**src/rtl/muldiv_controller.sv**
```systemverilog
// muldiv_controller: sequences one MULT or DIV operation from request to the
// HI/LO writeback, with a timeout on the arithmetic unit and a flush input.
module muldiv_controller #(
  parameter int TIMEOUT_CYCLES = 64
) (
  input  logic        clk,
  input  logic        reset,
  input  logic        req_valid,
  input  logic        req_op,
  output logic        req_ready,
  input  logic        abort,
  output logic        mult_start,
  output logic        div_start,
  input  logic        mult_done,
  input  logic        div_done,
  input  logic [63:0] mult_result,
  input  logic [31:0] div_quotient,
  input  logic [31:0] div_remainder,
  input  logic        div_by_zero,
  output logic [31:0] hi_in,
  output logic [31:0] lo_in,
  output logic        hi_write,
  output logic        lo_write,
  output logic        busy,
  output logic        done,
  output logic        div0_exc,
  output logic        timeout_exc
);

  localparam int CW = $clog2(TIMEOUT_CYCLES);
  localparam logic [CW-1:0] CntLast = CW'(TIMEOUT_CYCLES - 1);

  typedef enum logic [2:0] {
    IDLE,
    START,
    WAIT,
    WB,
    TMO
  } state_e;

  state_e        state_q, state_d;
  logic          op_q, op_d;
  logic          dz_q, dz_d;
  logic [CW-1:0] cnt_q, cnt_d;
  logic [31:0]   hi_q, hi_d;
  logic [31:0]   lo_q, lo_d;
  logic          sel_done;

  // The done flag of the unit not selected by op_q is never looked at.
  assign sel_done = op_q ? div_done : mult_done;

  // Next-state logic: accept, start, wait with timeout, latch results; abort flushes START/WAIT.
  always_comb begin
    state_d = state_q;
    op_d    = op_q;
    dz_d    = dz_q;
    cnt_d   = cnt_q;
    hi_d    = hi_q;
    lo_d    = lo_q;
    case (state_q)
      IDLE: begin
        if (req_valid) begin
          op_d    = req_op;
          state_d = START;
        end
      end
      START: begin
        cnt_d   = '0;
        state_d = abort ? IDLE : WAIT;
      end
      WAIT: begin
        if (abort) begin
          state_d = IDLE;
        end else if (sel_done) begin
          if (op_q) begin
            hi_d = div_remainder;
            lo_d = div_quotient;
            dz_d = div_by_zero;
          end else begin
            hi_d = mult_result[63:32];
            lo_d = mult_result[31:0];
          end
          state_d = WB;
        end else if (cnt_q == CntLast) begin
          state_d = TMO;
        end else begin
          cnt_d = cnt_q + CW'(1);
        end
      end
      WB:      state_d = IDLE;
      TMO:     state_d = IDLE;
      default: state_d = IDLE;
    endcase
  end

  // State and datapath registers; reset outranks every other input.
  always_ff @(posedge clk) begin
    if (reset) begin
      state_q <= IDLE;
      op_q    <= 1'b0;
      dz_q    <= 1'b0;
      cnt_q   <= '0;
      hi_q    <= '0;
      lo_q    <= '0;
    end else begin
      state_q <= state_d;
      op_q    <= op_d;
      dz_q    <= dz_d;
      cnt_q   <= cnt_d;
      hi_q    <= hi_d;
      lo_q    <= lo_d;
    end
  end

  // Moore outputs decoded from the state and the latched op/result registers only.
  always_comb begin
    busy        = (state_q != IDLE);
    req_ready   = (state_q == IDLE);
    mult_start  = 1'b0;
    div_start   = 1'b0;
    done        = 1'b0;
    hi_write    = 1'b0;
    lo_write    = 1'b0;
    div0_exc    = 1'b0;
    timeout_exc = 1'b0;
    hi_in       = hi_q;
    lo_in       = lo_q;
    case (state_q)
      START: begin
        mult_start = ~op_q;
        div_start  = op_q;
      end
      WB: begin
        done     = 1'b1;
        div0_exc = op_q & dz_q;
        hi_write = ~(op_q & dz_q);
        lo_write = ~(op_q & dz_q);
      end
      TMO:     timeout_exc = 1'b1;
      default: ;
    endcase
  end

endmodule

```
**config.mk**
```make
export PLATFORM = sky130hd
export DESIGN_NAME = muldiv_controller
export DESIGN_NICKNAME = d
export VERILOG_FILES = /design/src/rtl/muldiv_controller.sv
export SDC_FILE = /design/constraint.sdc
export NUM_CORES = 1
export LEC_CHECK = 0
export ABC_CLOCK_PERIOD_IN_PS = 2850
export CAP_MARGIN = 0
export CORE_MARGIN = 1.5
export CORE_UTILIZATION = 28
export CTS_CLUSTER_SIZE = 28
export DETAILED_ROUTE_END_ITERATION = 8
export PLACE_DENSITY = 0.72
export SETUP_SLACK_MARGIN = 0.2
export SLEW_MARGIN = 20
export SYNTH_ARGS = -nofsm -noshare
export SYNTH_HDL_FRONTEND = slang
export SYNTH_SLANG_ARGS = --single-unit
```
**constraint.sdc**
```tcl
create_clock -name clk -period 2.85 [get_ports clk]
set_input_delay 0.855 -clock clk [delete_from_list [all_inputs] [get_ports clk]]
set_output_delay 0.855 -clock clk [all_outputs]
set_load 0.02 [all_outputs]
```
---- Word-level counts from Yosys, hierarchy flattened ----
Index checks and enable logic that the tools add are counted.
storage, ports and cells
  output and inout bits ................... 73
  input port bits ......................... 136
  register bits after elaboration ......... 75
  logic and storage cells ................. 48
cells by class
  reductions and logical operators ........ 8
  bitwise logic cells ..................... 4
  eq/ne operators ......................... 10
  mux-type cells .......................... 19
  $add $sub $neg .......................... 1
operators by type and width
  kind                                           count
  2-to-1 mux 32 bit                              2
  2-to-1 mux 6 bit                               3
  2-to-1 mux 3 bit                               4
  case mux 6 bit (2 select lines)                1
  case mux 3 bit (3 select lines)                1
  inequality test 2 bit, second input constant   4
  AND reduction 4 bit                            2
  2-to-1 mux 1 bit                               7
  adder 6 x 1 -> 6 bit, second input constant    1
  == test 3 x 2 -> 1 bit, second input constant  2
  == test 6 bit, second input constant           1
  inequality test 4 bit, second input constant   1
  AND reduction 2 bit                            2
  == test 3 x 1 -> 1 bit, second input constant  1
  == test 3 bit, second input constant           1
  logical NOT 3 bit                              1
  NOT 1 bit                                      3
  AND reduction 3 bit                            1
  nonzero test 3 bit                             1
  2-to-1 mux 2 bit                               1
  nonzero test 2 bit                             1
  AND 1 bit                                      1

---- Logic depth before layout (Yosys ltp) ----
  word-level depth ........................ 5
  depth in mapped cells ................... 7
  depth with buffers taken out ............ 5

---- Worst setup path before layout ----
No wires, ideal clock.
  path kind ............................... register to output
  from .................................... register op_q
  to ...................................... output port lo_write
  data arrival time ....................... 1479 ps
  buffers on the path ..................... 4
  required time ........................... 1995 ps
  slack ................................... 516 ps
  stages on the path, launching flop included .. 6
  path through ............................ dfxtp_1 > buf_2 > buf_2 > buf_2 > a21oi_1 > buf_4
on the way
  cells in the longest elaborated chain, start to end .. 3
RTL lines
  what                    RTL line  RTL
  from (decl)             42        logic op_q, op_d;
  from (signal assigned)  107       op_q <= op_d;
  AND 1 bit               -
  NOT 1 bit               -
  2-to-1 mux 1 bit        -
  to (decl)               23        output logic lo_write,
No other way between the ends.

---- Worst setup path in the final report ----
  from .................................... register state_q[2]
  to ...................................... output port div0_exc
on the way
  cells in the longest elaborated chain, start to end .. 2
RTL lines
  what                    RTL line  RTL
  from (decl)             41        state_e state_q, state_d;
  from (signal assigned)  106       state_q <= state_d;
  == test 3 x 2 -> 1 bit  128       case (state_q)
  2-to-1 mux 1 bit        128
  to (decl)               26        output logic div0_exc,
No other way between the ends.

==> flow_metrics.env <==
export IMPL_run_status="completed"
export IMPL_setup_viol=0
export IMPL_cts_buffer_depth=2
export IMPL_fin_crit_sh=0.9004
export IMPL_pin_count=209
export IMPL_start_kind="flop"
export IMPL_cts_setup_buffers=0
export IMPL_viasPerCell=4.697
export IMPL_worstPathArrival_ns=1.71
export IMPL_overflow=0
export IMPL_hold_path_class="reg2reg"
export IMPL_worst_pin_slew_ns=0.7186
export IMPL_root_buffer="clkbuf_16"
export IMPL_syn_avg_cell_area_um2=10.08
export IMPL_internal_power_w=0.002090
export IMPL_antenna_cells=0
export IMPL_die_area_mm2=0.01388
export IMPL_port_buffer_count=208
export IMPL_ys_warn_count=0
export IMPL_numClockSinks=75
export IMPL_cp_data_required_time_ns=2.00
export IMPL_dp_slack_ns=0.1957
export IMPL_clkPwrFrac=0.445
export IMPL_period_needed_ns=2.566
export IMPL_crit_path_end_kind="output pin"
export IMPL_r2r_start="op_q$_SDFFE_PP0P_"
export IMPL_fin_skew_ns=0.005296
export IMPL_total_power_w=0.002715
export IMPL_drtPass1Iterations=4
export IMPL_drt_initial_drc_count=130
export IMPL_wl_mm=10.63
export IMPL_drc_errors=0
export IMPL_drv_slew=0
export IMPL_ys_ff_latch=75
export IMPL_regToRegEndpoint="cnt_q[4]$_SDFFE_PP0P_"
export IMPL_min_to="cnt_q[4]$_SDFFE_PP0P_"
export IMPL_power_switching_w=0.0006251
export IMPL_final_setup_tns_ns=0
export IMPL_synth_fp_nets=503
export IMPL_clk_pin_slew_worst_paths_ns=0.06
export IMPL_synth_cells=366
export IMPL_cts_made_buffers=9
export IMPL_worst_slack_ns=0.2838
export IMPL_antenna_found_initial=0
export IMPL_nets=696
export IMPL_grt_pass1_vias=3571
export IMPL_core_area_mm2=0.01272
export IMPL_rsz0062_at_grt="no"
export IMPL_swShare=0.2302
export IMPL_holdCritStartpoint="cnt_q[4]$_SDFFE_PP0P_"
export IMPL_hold_violations=0
export IMPL_insertion_delay_ns=0.33
export IMPL_dp_cells=720
export IMPL_die_x_um=117.8
export IMPL_dp_final_hpwl_mm=8.270
export IMPL_cellPowerDensity_mw_per_mm2=436.2
export IMPL_final_common_cell="clkdlybuf4s50_1"
export IMPL_power_frac_seq=0.395
export IMPL_die_y_um=117.8
export IMPL_synth_area_mm2=0.003690
export IMPL_rrSetupSlack_ns=0.75
export IMPL_slew_headroom=0.5209
export IMPL_fillers=1207
export IMPL_start_util=0.2900
export IMPL_ys_types=33
export IMPL_min_path_cells=1
export IMPL_r2r_cells=5
export IMPL_power_leakage_nw=2.030
export IMPL_h_tree_depth=3
export IMPL_antenna_left=0
export IMPL_wl_per_cell_um=14.44
export IMPL_peakVddDrop_v=0.0003343
export IMPL_area_delta_synth_final_pct=68.70
export IMPL_tritoncts="built"
export IMPL_ys_seq_area_frac=0.4069
export IMPL_final_cell_mix="clkdlybuf4s50_1, dfxtp_1, nor2_1"
export IMPL_fmax_ghz=0.3897
export IMPL_vias=3457
export IMPL_grt_usage=0.1544
export IMPL_grt_max_degree=77
export IMPL_drv_cap=0
export IMPL_combPwrFrac=0.160
export IMPL_critical_path_class="reg2out"
export IMPL_grt_pass1_wl_mm=17.36
export IMPL_crit_fanout=6
export IMPL_instances_no_fill=736
export IMPL_rows=41
export IMPL_drive_gt1_frac=0.1383
export IMPL_routabilityCongestion=0.7204
-- per-stage QoR --
stage                     cell area, um2  utilization  hold WS (ns)
after floorplan                     3690            -        0.4266
after detailed placement            5906       0.4642        0.4621
after CTS                           6222       0.4891        0.4738
after global placement              5906       0.4642        0.4450
final                               6225       0.4893        0.4770
after global routing                6225       0.4893        0.4802
-- cells in the mapped netlist (all sizes together) --
cell     n  area share
dfxtp   75        0.41
nor2    73       0.074
mux2i   68        0.18
a211oi  65        0.20
buf     18       0.030
clkbuf  15       0.015
nand2    5      0.0051
a21oi    4      0.0054
inv      4      0.0041
nor3     4      0.0068
a31oi    3      0.0051
and3     3      0.0051
nand3    3      0.0041
nand4    3      0.0051
o21ai    3      0.0041
mux2     2      0.0061
nand2b   2      0.0034
nor3b    2      0.0041
nor4b    2      0.0047
o211ai   2      0.0041
or3b     2      0.0047
a21o     1      0.0020
ha       1      0.0034
nand3b   1      0.0020
nor2b    1      0.0017
nor4     1      0.0017
o311ai   1      0.0024
o41ai    1      0.0024
or3      1      0.0017
-- kinds of logic after synthesis --
family | Yosys count | synth area share
flip-flops | 75 | 0.4069
buffers and inverters | 37 | 0.04917
adder cells (fa/ha/maj) | 1 | 0.003390
multiplexers | 70 | 0.1906
AO/OA/AOI/OAI | 80 | 0.2255
AND/OR/NAND/NOR | 103 | 0.1245
-- how the worst max path moves through the flow --
stage | cells after the start | end | start
detailed placement | 6 | lo_in[0]$_SDFFE_PP0P_ | div_done
global route | 3 | lo_write | state_q[1]$_SDFFE_PP0P_
finish | 4 | div0_exc | state_q[2]$_SDFFE_PP0P_
CTS | 4 | div0_exc | state_q[2]$_SDFFE_PP0P_
floorplan | 5 | lo_write | op_q$_SDFFE_PP0P_
global placement | 6 | lo_in[0]$_SDFFE_PP0P_ | div_done
-- layout make-up --
class,instances,area (um2),area share
Timing Repair Buffer,215,2156,0.3463
Multi-Input combinational cell,254,2016,0.3238
Sequential cell,75,1505,0.2418
Clock buffer,10,229.0,0.03678
Tap cell,172,215.2,0.03457
Clock inverter,6,88.84,0.01427
Inverter,4,15.01,0.002412
-- layer usage --
layer  up-vias  track usage  share of wire  wire [um]
met5         -            0              0          0
li1       1724            -              -          -
met1      1611       0.1625           0.40       4254
met2       106       0.2865           0.52       5550
met3        16      0.05136          0.061        646
met4         0      0.05183          0.017        180
-- critical path: stages, from the launching register on --
cell	delay (ns)
dfxtp_1	0.34
nand3b_1	0.20
inv_1	0.08
and3_1	0.16
clkdlybuf4s50_1	0.60
-- flip-flops by register name, indices dropped and copies added, names as in the netlist --
signal,cells
cnt_q,6
dz_q,1
hi_in,32
lo_in,32
op_q,1
state_q,3
-- power by group through the flow --
stage	clock network [W]	logic, W	registers, W
2_1_floorplan	0	0.000171	0.00111
3_3_place_gp	0	0.000433	0.00109
3_5_place_dp	0	0.000441	0.00110
4_1_cts	0.00124	0.000441	0.00107
5_1_grt	0.00129	0.000467	0.00107
6_report	0.00121	0.000435	0.00107
-- timing repair --
item | CTS | global route
cloned | 0 | 0
endpoints found under the setup margin | 3 | 2
hold buffers | 0 | 0
resized for setup | 4 | 1
Note: power is estimated with default switching activity, not from simulation.
